**config.mk**
```make
export PLATFORM = sky130hd
export DESIGN_NAME = dmem_access_ctrl_flat
export DESIGN_NICKNAME = d
export VERILOG_FILES = /design/src/rtl/dmem_access_ctrl_pkg.sv /design/src/rtl/dmem_access_ctrl_if.sv /design/src/rtl/dmem_access_ctrl_lane_unit.sv /design/src/rtl/dmem_access_ctrl.sv /design/src/flat_wrapper.sv
export SDC_FILE = /design/constraint.sdc
export NUM_CORES = 1
export LEC_CHECK = 0
export BUFFER_PORTS_ARGS = -buffer_cell sky130_fd_sc_hd__buf_4
export CELL_PAD_IN_SITES_DETAIL_PLACEMENT = 1
export CELL_PAD_IN_SITES_GLOBAL_PLACEMENT = 2
export CORE_UTILIZATION = 29
export CTS_CLUSTER_SIZE = 40
export DETAILED_ROUTE_END_ITERATION = 10
export PLACE_DENSITY = 0.9
export SETUP_SLACK_MARGIN = 0.02
export SLEW_MARGIN = 10
export SYNTH_ARGS = -nofsm -noshare
export SYNTH_HDL_FRONTEND = slang
export SYNTH_HIERARCHICAL = 1
export SYNTH_SLANG_ARGS = --single-unit
```
**constraint.sdc**
```tcl
create_clock -name Clk -period 2.5 [get_ports Clk]
set_input_delay 0 -clock Clk [delete_from_list [all_inputs] [get_ports Clk]]
set_output_delay 0 -clock Clk [all_outputs]
set_load 0.02 [all_outputs]
```
**src/rtl/dmem_access_ctrl_pkg.sv**
```systemverilog
// Shared size codes, FSM states and alignment rule for the data-memory access controller.
// Pure declarations; no timing or flow control of its own.
package dmem_pkg;

    localparam logic [1:0] SZ_NONE = 2'b00;
    localparam logic [1:0] SZ_WORD = 2'b01;
    localparam logic [1:0] SZ_HALF = 2'b10;
    localparam logic [1:0] SZ_BYTE = 2'b11;

    typedef enum logic [1:0] {
        S_IDLE,
        S_RD,
        S_MRG,
        S_WR
    } state_t;

    function automatic logic misaligned(input logic [1:0] size, input logic [1:0] a);
        return ((size == SZ_HALF) && a[0]) || ((size == SZ_WORD) && (a != 2'b00));
    endfunction

endpackage

```
**src/rtl/dmem_access_ctrl_if.sv**
```systemverilog
// Requester ports, memory-array port and status of the access controller.
// Requests are held until Ack; memory read data follows MemRe by one cycle.
interface dmem_access_ctrl_if #(
    parameter int WORDS = 1024
);
    logic                     Req0, Req1;
    logic                     We0, We1;
    logic [1:0]               Size0, Size1;
    logic [31:0]              Addr0, Addr1;
    logic [31:0]              WData0, WData1;
    logic [31:0]              RData0, RData1;
    logic                     Ack0, Ack1;
    logic                     Err0, Err1;
    logic [$clog2(WORDS)-1:0] MemAddr;
    logic [31:0]              MemWData;
    logic                     MemWe, MemRe;
    logic [31:0]              MemRData;
    logic                     Busy;

    modport slave (
        input  Req0, Req1, We0, We1, Size0, Size1, Addr0, Addr1, WData0, WData1, MemRData,
        output RData0, RData1, Ack0, Ack1, Err0, Err1, MemAddr, MemWData, MemWe, MemRe, Busy
    );

    modport master (
        output Req0, Req1, We0, We1, Size0, Size1, Addr0, Addr1, WData0, WData1, MemRData,
        input  RData0, RData1, Ack0, Ack1, Err0, Err1, MemAddr, MemWData, MemWe, MemRe, Busy
    );

endinterface

```
**src/rtl/dmem_access_ctrl_lane_unit.sv**
```systemverilog
// Byte/half lane extraction with sign extension and sub-word store merge; combinational, 0 cycles.
// No flow control: outputs follow inputs.
module dmem_lane_unit
    import dmem_pkg::*;
(
    input  logic [31:0] Word,
    input  logic [1:0]  Addr,
    input  logic [1:0]  Size,
    input  logic [31:0] WData,
    output logic [31:0] LdVal,
    output logic [31:0] StWord
);

    logic [7:0]  byte_lane;
    logic [15:0] half_lane;

    always_comb begin
        byte_lane = Word[{Addr, 3'b000} +: 8];
        half_lane = Word[{Addr[1], 4'b0000} +: 16];
        LdVal     = Word;
        StWord    = WData;
        case (Size)
            SZ_BYTE: begin
                LdVal  = {{24{byte_lane[7]}}, byte_lane};
                StWord = Word;
                StWord[{Addr, 3'b000} +: 8] = WData[7:0];
            end
            SZ_HALF: begin
                LdVal  = {{16{half_lane[15]}}, half_lane};
                StWord = Word;
                StWord[{Addr[1], 4'b0000} +: 16] = WData[15:0];
            end
            default: ;
        endcase
    end

endmodule

```
**src/rtl/dmem_access_ctrl.sv**
```systemverilog
// Round-robin shared data-memory sequencer; word store 2, load/sub-word store 3, misaligned/no-op 1 cycle to Ack.
// Requests wait (held by requester) while Busy; one access in flight at a time.
module dmem_access_ctrl
    import dmem_pkg::*;
#(
    parameter int WORDS = 1024
) (
    input logic               Clk,
    input logic               Rst_n,
    dmem_access_ctrl_if.slave bus
);

    localparam int AW = $clog2(WORDS);

    state_t          state_q, state_d;
    logic            last_q;
    logic            lat_port, lat_we;
    logic [1:0]      lat_size;
    logic [AW+1:0]   lat_addr;
    logic [31:0]     lat_wdata;
    logic [1:0]      ack_q, err_q, ack_d, err_d;
    logic [31:0]     rdata0_q, rdata1_q;

    logic [1:0]      elig;
    logic            gnt_vld, gnt_port;
    logic            g_we;
    logic [1:0]      g_size;
    logic [AW+1:0]   g_addr;
    logic [31:0]     g_wdata;
    logic            ld_upd, mem_re, mem_we;
    logic [31:0]     mem_wdata, ld_val, st_word;
    logic            unused_addr_hi;

    assign unused_addr_hi = ^{bus.Addr0[31:AW+2], bus.Addr1[31:AW+2]};

    dmem_lane_unit u_lane (
        .Word   (bus.MemRData),
        .Addr   (lat_addr[1:0]),
        .Size   (lat_size),
        .WData  (lat_wdata),
        .LdVal  (ld_val),
        .StWord (st_word)
    );

    always_comb begin
        state_d   = state_q;
        ack_d     = '0;
        err_d     = '0;
        ld_upd    = 1'b0;
        mem_re    = 1'b0;
        mem_we    = 1'b0;
        mem_wdata = '0;
        gnt_vld   = 1'b0;
        // A port is masked in its own Ack cycle so a still-high Req is not re-granted.
        elig      = {bus.Req1 & ~ack_q[1], bus.Req0 & ~ack_q[0]};
        gnt_port  = (elig == 2'b11) ? ~last_q : elig[1];
        g_we      = gnt_port ? bus.We1 : bus.We0;
        g_size    = gnt_port ? bus.Size1 : bus.Size0;
        g_addr    = gnt_port ? bus.Addr1[AW+1:0] : bus.Addr0[AW+1:0];
        g_wdata   = gnt_port ? bus.WData1 : bus.WData0;
        case (state_q)
            S_IDLE: begin
                if (|elig) begin
                    gnt_vld = 1'b1;
                    if (misaligned(g_size, g_addr[1:0]) || (g_size == SZ_NONE)) begin
                        ack_d[gnt_port] = 1'b1;
                        err_d[gnt_port] = misaligned(g_size, g_addr[1:0]);
                    end else if (g_we && (g_size == SZ_WORD)) begin
                        state_d = S_WR;
                    end else begin
                        state_d = S_RD;
                    end
                end
            end
            S_RD: begin
                mem_re  = 1'b1;
                state_d = S_MRG;
            end
            S_MRG: begin
                ack_d[lat_port] = 1'b1;
                if (lat_we) begin
                    mem_we    = 1'b1;
                    mem_wdata = st_word;
                end else begin
                    ld_upd = 1'b1;
                end
                state_d = S_IDLE;
            end
            S_WR: begin
                mem_we          = 1'b1;
                mem_wdata       = lat_wdata;
                ack_d[lat_port] = 1'b1;
                state_d         = S_IDLE;
            end
            default: state_d = S_IDLE;
        endcase
    end

    always_ff @(posedge Clk or negedge Rst_n) begin
        if (!Rst_n) begin
            state_q   <= S_IDLE;
            last_q    <= 1'b1;
            lat_port  <= 1'b0;
            lat_we    <= 1'b0;
            lat_size  <= SZ_NONE;
            lat_addr  <= '0;
            lat_wdata <= '0;
            ack_q     <= '0;
            err_q     <= '0;
            rdata0_q  <= '0;
            rdata1_q  <= '0;
        end else begin
            state_q <= state_d;
            ack_q   <= ack_d;
            err_q   <= err_d;
            if (gnt_vld) begin
                last_q    <= gnt_port;
                lat_port  <= gnt_port;
                lat_we    <= g_we;
                lat_size  <= g_size;
                lat_addr  <= g_addr;
                lat_wdata <= g_wdata;
            end
            if (ld_upd && !lat_port) rdata0_q <= ld_val;
            if (ld_upd && lat_port)  rdata1_q <= ld_val;
        end
    end

    assign bus.MemAddr  = lat_addr[AW+1:2];
    assign bus.MemRe    = mem_re;
    assign bus.MemWe    = mem_we;
    assign bus.MemWData = mem_wdata;
    assign bus.Ack0     = ack_q[0];
    assign bus.Ack1     = ack_q[1];
    assign bus.Err0     = err_q[0];
    assign bus.Err1     = err_q[1];
    assign bus.RData0   = rdata0_q;
    assign bus.RData1   = rdata1_q;
    assign bus.Busy     = (state_q != S_IDLE);

endmodule

```
**src/flat_wrapper.sv**
```systemverilog
// flat-port wrapper written by rule: the top's interface ports become plain ports
module dmem_access_ctrl_flat import dmem_pkg::*;
#(
    parameter int WORDS = 1024
)
  (Clk, Rst_n, bus_Req0, bus_Req1, bus_We0, bus_We1, bus_Size0, bus_Size1, bus_Addr0, bus_Addr1, bus_WData0, bus_WData1, bus_MemRData, bus_RData0, bus_RData1, bus_Ack0, bus_Ack1, bus_Err0, bus_Err1, bus_MemAddr, bus_MemWData, bus_MemWe, bus_MemRe, bus_Busy);
  dmem_access_ctrl_if #(.WORDS(WORDS)) bus_i ();
  input logic Clk;
  input logic Rst_n;
  input wire logic [$bits(bus_i.Req0)-1:0] bus_Req0;
  input wire logic [$bits(bus_i.Req1)-1:0] bus_Req1;
  input wire logic [$bits(bus_i.We0)-1:0] bus_We0;
  input wire logic [$bits(bus_i.We1)-1:0] bus_We1;
  input wire logic [$bits(bus_i.Size0)-1:0] bus_Size0;
  input wire logic [$bits(bus_i.Size1)-1:0] bus_Size1;
  input wire logic [$bits(bus_i.Addr0)-1:0] bus_Addr0;
  input wire logic [$bits(bus_i.Addr1)-1:0] bus_Addr1;
  input wire logic [$bits(bus_i.WData0)-1:0] bus_WData0;
  input wire logic [$bits(bus_i.WData1)-1:0] bus_WData1;
  input wire logic [$bits(bus_i.MemRData)-1:0] bus_MemRData;
  output wire logic [$bits(bus_i.RData0)-1:0] bus_RData0;
  output wire logic [$bits(bus_i.RData1)-1:0] bus_RData1;
  output wire logic [$bits(bus_i.Ack0)-1:0] bus_Ack0;
  output wire logic [$bits(bus_i.Ack1)-1:0] bus_Ack1;
  output wire logic [$bits(bus_i.Err0)-1:0] bus_Err0;
  output wire logic [$bits(bus_i.Err1)-1:0] bus_Err1;
  output wire logic [$bits(bus_i.MemAddr)-1:0] bus_MemAddr;
  output wire logic [$bits(bus_i.MemWData)-1:0] bus_MemWData;
  output wire logic [$bits(bus_i.MemWe)-1:0] bus_MemWe;
  output wire logic [$bits(bus_i.MemRe)-1:0] bus_MemRe;
  output wire logic [$bits(bus_i.Busy)-1:0] bus_Busy;
  assign bus_i.Req0 = bus_Req0;
  assign bus_i.Req1 = bus_Req1;
  assign bus_i.We0 = bus_We0;
  assign bus_i.We1 = bus_We1;
  assign bus_i.Size0 = bus_Size0;
  assign bus_i.Size1 = bus_Size1;
  assign bus_i.Addr0 = bus_Addr0;
  assign bus_i.Addr1 = bus_Addr1;
  assign bus_i.WData0 = bus_WData0;
  assign bus_i.WData1 = bus_WData1;
  assign bus_i.MemRData = bus_MemRData;
  assign bus_RData0 = bus_i.RData0;
  assign bus_RData1 = bus_i.RData1;
  assign bus_Ack0 = bus_i.Ack0;
  assign bus_Ack1 = bus_i.Ack1;
  assign bus_Err0 = bus_i.Err0;
  assign bus_Err1 = bus_i.Err1;
  assign bus_MemAddr = bus_i.MemAddr;
  assign bus_MemWData = bus_i.MemWData;
  assign bus_MemWe = bus_i.MemWe;
  assign bus_MemRe = bus_i.MemRe;
  assign bus_Busy = bus_i.Busy;
  dmem_access_ctrl #(.WORDS(WORDS)) u_core (.Clk(Clk), .Rst_n(Rst_n), .bus(bus_i));
endmodule
```
## Word level (Yosys, flattened, before mapping)

Cells that the tools add are included.

| operators by class | value |
|---|---|
| mux-type cells | 32 |
| bitwise logic cells | 6 |
| shift-type cells | 6 |
| $add $sub $neg | 2 |
| reduce and logical (&&, ||, !) cells | 17 |
| $lt $le $gt $ge | 4 |
| equality and inequality tests | 10 |

Operators with widths:

| operator | count |
|---|---|
| $pmux W32 S2 | 3 |
| $bwmux W32 | 2 |
| $mux W32 | 2 |
| $shift A16 B7 Y32 const A | 1 |
| $shift A8 B7 Y32 const A | 1 |
| $shiftx A16 B7 Y32 | 1 |
| $shiftx A32 B6 Y16 | 1 |
| $shiftx A32 B6 Y8 | 1 |
| $shiftx A8 B7 Y32 | 1 |
| $mux W2 | 9 |
| $neg A5 Y7 | 2 |
| $eq A2 B2 Y1 const B | 6 |
| $mux W12 | 1 |
| $mux W1 | 10 |
| $logic_and A1 B1 Y1 | 7 |
| $pmux W2 S3 | 1 |
| $eq A2 B1 Y1 const B | 2 |
| $logic_not A2 Y1 | 2 |
| $lt A1 B2 Y1 const B | 2 |
| $pmux W2 S2 | 1 |
| $reduce_bool A2 Y1 | 2 |
| $reduce_or A2 Y1 | 2 |
| $not A1 Y1 | 3 |
| $and A1 B1 Y1 | 2 |
| other kinds (9) | 12 |

| word-level totals | value |
|---|---|
| register bits | 119 |
| output and inout bits | 113 |
| bits of input ports | 170 |

## Depth between registers and ports, before layout

| logic depth | value |
|---|---|
| word-level depth | 12 |
| gate-level depth with buffers | 11 |

## Modules after synthesis

The synthesis kept the hierarchy.

Modules (own cells, without submodules):

| module | instances | cells an instance | area each (um2) |
|---|---|---|---|
| dmem_access_ctrl | 1 | 483 | 5378.9 |
| dmem_lane_unit | 1 | 261 | 1889.3 |

## Worst setup path before layout

Ideal clock, no wire load.

| path | value |
|---|---|
| path type | register to output |
| start point | reg u_core.lat_addr[0] |
| end point | out bus_MemWData[14] |
| arrival time | 2092 ps |
| path slack | 408 ps |
| data required time | 2500 ps |
| buffers on the path | 1 |
| cell stages (with the launch flop) | 11 |
| cell sequence | dfrtp_1 buf_2 inv_1 ha_1 or2_4 nor3_4 a221o_1 nand2_1 nor2_1 a21oi_1 nor2_1 |

| on the way | value |
|---|---|
| longest elaborated chain between the ends | 6 |
| elaborated cells on any way between the ends | 7 |
| those cells by class | 1 x add/sub; 2 x shift; 4 x mux |

RTL lines:

| element | RTL line | source |
|---|---|---|
| start: declaration | dmem_access_ctrl.sv:19 | `logic [AW+1:0] lat_addr;` |
| start signal: assignment | dmem_access_ctrl.sv:121 | `lat_addr <= g_addr;` |
| $neg A5 Y7 (*) | dmem_access_ctrl_lane_unit.sv:26 | `StWord[{Addr, 3'b000} +: 8] = WData[7:0];` |
| $shiftx A8 B7 Y32 or $shift A8 B7 Y32 (tied branches) | dmem_access_ctrl_lane_unit.sv:26 |  |
| $bwmux W32 (*) | dmem_access_ctrl_lane_unit.sv:26 |  |
| $pmux W32 S2 (*) | dmem_access_ctrl_lane_unit.sv:22 | `case (Size)` |
| net u_core.st_word[14] | dmem_access_ctrl.sv:31 | `logic [31:0] mem_wdata, ld_val, st_word;` |
| $mux W32 (*) | dmem_access_ctrl.sv:81 | `if (lat_we) begin` |
| $pmux W32 S2 (*) | dmem_access_ctrl.sv:61 | `case (state_q)` |
| end: declaration | flat_wrapper.sv:28 | `output wire logic [$bits(bus_i.MemWData)-1:0] bus_MemWData;` |

Mark *: on every way through the listed nets, which the timed path passes. The rest lies on a longest branch.

## Final worst setup path

| path | value |
|---|---|
| start point | reg u_core.ack_q[1] |
| end point | reg u_core.lat_wdata[31] |

| on the way | value |
|---|---|
| longest elaborated chain between the ends | 5 |
| elaborated cells on any way between the ends | 8 |
| those cells by class | 1 x eq/ne; 4 x mux; 2 x bitwise; 1 x reduce/logical |

RTL lines:

| element | RTL line | source |
|---|---|---|
| start: declaration | dmem_access_ctrl.sv:21 | `logic [1:0] ack_q, err_q, ack_d, err_d;` |
| start signal: assignment | dmem_access_ctrl.sv:114 | `ack_q <= ack_d;` |
| $not A1 Y1 (*) | dmem_access_ctrl.sv:55 | `elig = {bus.Req1 & ~ack_q[1], bus.Req0 & ~ack_q[0]};` |
| $and A1 B1 Y1 (*) | dmem_access_ctrl.sv:55 |  |
| $eq A2 B2 Y1 or $reduce_or A2 Y1 (tied branches) | dmem_access_ctrl.sv:56, dmem_access_ctrl.sv:63 |  |
| $mux W1 (on tied branches) | dmem_access_ctrl.sv:56, dmem_access_ctrl.sv:63 |  |
| $mux W32 or $mux W1 (tied branches) | dmem_access_ctrl.sv:60, dmem_access_ctrl.sv:61 |  |
| end signal: assignment | dmem_access_ctrl.sv:122 | `lat_wdata <= g_wdata;` |
| end: declaration | dmem_access_ctrl.sv:20 | `logic [31:0] lat_wdata;` |

Every way passes the cells marked *; elsewhere a longest branch is shown, timed or not.
A chain may end at the register's enable or synchronous reset.

==> impl_metrics.json <==
{
  "status": "completed",
  "vias_per_cell": 5.323,
  "cts_root_buf": "clkbuf_16",
  "overflow": 0,
  "vdd_ir_drop_max_mv": 0.5411,
  "skew_ns": 0.01131,
  "synthToLayoutAreaGrowth_pct": 53.66,
  "synth_nets": 919,
  "synth_ff_type": "dfrtp_1",
  "final.min_clock_period_ns": 2.371,
  "start_kind": "flop",
  "cts.reportedPaths.clkPinSlew_ns": 0.06,
  "end_kind": "flop",
  "grt_max_degree": 65,
  "worstSkewPairLatency_ns": 0.42,
  "synth_area_leaders": "dfrtp_1 (41%), mux2_2 (9.6%), a22oi_1 (7.5%), nand2_1 (4.8%), mux2i_1 (4.1%)",
  "synth_top_area_frac": 0.4063,
  "detail_route.first_pass.iterations": 5,
  "regArea_um2": 2983,
  "syn_inst": 744,
  "synth-compound-area-share": 0.2334,
  "period_share": 0.9483,
  "p_leak_nw": 5.103,
  "boundaryPins": 283,
  "synth-simple-area-share": 0.1465,
  "crit_path_max_fanout": 32,
  "path_class": "reg -> reg",
  "drt-total-wl_um": 30420,
  "power.density_nw_per_um2": 1333,
  "design.die.area_um2": 25700,
  "cp.required_ns": 2.79,
  "place_congestion": 0.8950,
  "grt_util_all_layers": 0.2355,
  "synth_edf_count": 0,
  "place_ws_ns": 0.2381,
  "num_vias": 7500,
  "synth_top_cell_by_area": "dfrtp_1",
  "cp.arrival_ns": 2.66,
  "antenna_found_initial": 0,
  "worstMarginPinSlew_ns": 0.8105,
  "max_cap_viol_count": 0,
  "setup_viol": 0,
  "yosysWarnings": 6,
  "die_h_um": 160.3,
  "fillerInstances": 2760,
  "muxShareOfSynthArea": 0.1420,
  "grt_pass1_vias": 7954,
  "slowest_delay_ns": 0.58,
  "hold_class": "in -> reg",
  "slowest_stage": "dlygate4sd3_1",
  "start_util": 0.2971,
  "layout_commonest_cell": "buf_4",
  "layout_common_cells": "buf_4 (271), dfrtp_1 (115), dlygate4sd3_1 (99)",
  "htreeDepth": 4,
  "ys_ff_latch": 119,
  "core_um2": 24460,
  "hold_viol": 0,
  "power.total_mw": 14.89,
  "fin_ws_ns": 0.1292,
  "fmax_mhz": 421.8,
  "finalMaxSlewViolations": 0,
  "ys_seq_area_frac": 0.4099,
  "rsz0062_at_grt": "yes",
  "antenna_left": 0,
  "cts_made_buffers": 17,
  "grt_pass1_wl_um": 46440,
  "nNetsFinal": 1247,
  "relSlewSlack": 0.4576,
  "post-route-drc-count": 0,
  "cts_sinks": 119,
  "synthAdderAreaFrac": 0.008607,
  "antenna_cells": 0,
  "synth_cell_type_count": 54,
  "crit_chain": "nor2b_1 > buf_4 > a21boi_4 > buf_8 > a22oi_1 > dlygate4sd3_1 > o21ai_0",
  "rows": 57,
  "drtIter0Drc": 505,
  "dpl.hpwl_um": 20530,
  "portBuffers": 242,
  "async_flop_share": 1.000,
  "cts_tree": "yes",
  "multiInputGateArea_um2": 3941,
  "wl_per_cell_um": 21.59,
  "synth_top_family_by_area": "compound AO/OA/AOI/OAI gates",
  "drive_gt1_frac": 0.3816,
  "clockBufferDepth": 2,
  "dieWidth_um": 160.3,
  "syn_avg_cell_area_um2": 9.769,
  "path_buf_inv": 3,
  "timing.critical_path.max_delay_family": "buffers and inverters",
  "synth_xor_area_frac": 0,
  "netlist_area_um2": 7268
}
[layer usage]
layer	vias up	share of wire	GRT usage
met5	-	0	0
met4	0	0.030	0.09351
met3	50	0.060	0.04649
met2	284	0.50	0.4024
met1	3768	0.41	0.2909
li1	3398	-	-
[kinds of logic after synthesis]
group | after synthesis
adders and majority gates | 5
and+or+nand+nor | 217
DFF | 119
muxes | 95
AOI/OAI and AO/OA | 231
buffers and inverters | 77
[registers in the layout, summed over array words and instances, names as in the netlist]
name               flops
u_core/lat_we          1
u_core/lat_wdata      32
u_core/bus.RData0     32
u_core/lat_size        2
u_core/bus.RData1     32
u_core/last_q          1
u_core/lat_addr       12
u_core/err_q           2
u_core/ack_q           2
u_core/state_q         2
u_core/lat_port        1
[report_power, final]
group          internal [mW]  switching (mW)
logic                   3.82            4.65
registers               2.87           0.974
clock network           1.63           0.947
[cell usage after synthesis, types with 4 or more instances]
cell type    n
buf_4       24
a22o_1      27
nand3_1      7
nor2_1      66
o211ai_1     7
a21oi_1      7
o2bb2ai_1   13
nor2b_1      6
mux2_2      62
nand3_2     11
inv_1        4
ha_1         5
a221o_1     16
mux2i_1     30
and2_1       8
o21ai_0     57
nand2b_1     7
buf_2       23
a22oi_1     73
nand2_1     92
buf_1        6
clkbuf_1    14
a211o_1     18
dfrtp_1    118
[what timing repair did]
item                                    in CTS  in global routing
endpoints found under the setup margin      24                 36
hold buffers                                99                  0
pin swaps                                    3                  3
gates resized for setup                      5                 16
hold endpoints to repair                    97                  0
setup buffers                                3                  6
[per-stage QoR]
stage	hold slack (ns)	area [um2]	setup TNS, ns	util	std cells
2_1_floorplan	-0.2956	7268	0	-	744
3_3_place_gp	0.08187	9410	0	0.3847	1269
3_5_place_dp	0.08497	9410	0	0.3847	1269
4_1_cts	0.01247	11060	0	0.4523	1403
5_1_grt	0.02097	11170	-0.003601	0.4566	1409
6_report	0.02420	11170	0	0.4566	1409
[layout make-up]
| type | count | area share |
|---|---|---|
| sequential | 119 | 0.2671 |
| clock buffer | 19 | 0.04056 |
| multi-input combinational | 548 | 0.3529 |
| tap | 324 | 0.03630 |
| clock inverter | 13 | 0.01512 |
| inverter | 7 | 0.003025 |
| timing repair buffer | 379 | 0.2850 |
[final timing paths]
kind | startpoint | endpoint | slack [ns] | cells after the start
worst max-delay path | u_core/ack_q[1] | u_core/lat_wdata[31] | 0.13 | 7
worst min-delay path | bus_We1 | u_core/state_q[1] | 0.02 | 4
worst max register to register | u_core/ack_q[1] | u_core/lat_wdata[31] | 0.13 | 7
worst min register to register | u_core/lat_addr[7] | u_core/lat_addr[7] | 0.48 | 2
max in group asynchronous | Rst_n | u_core/bus.RData1[0] | 1.53 | 3
min in group asynchronous | Rst_n | u_core/lat_wdata[12] | 0.17 | 2
[worst min-delay path, delay by kind of cell]
kind                   cells  cell delay (ns)
and+or+nand+nor            1             0.08
muxes                      1             0.15
AOI/OAI and AO/OA          1             0.06
buffers and inverters      1             0.12
No activity file was read; power rests on OpenSTA's default activity.
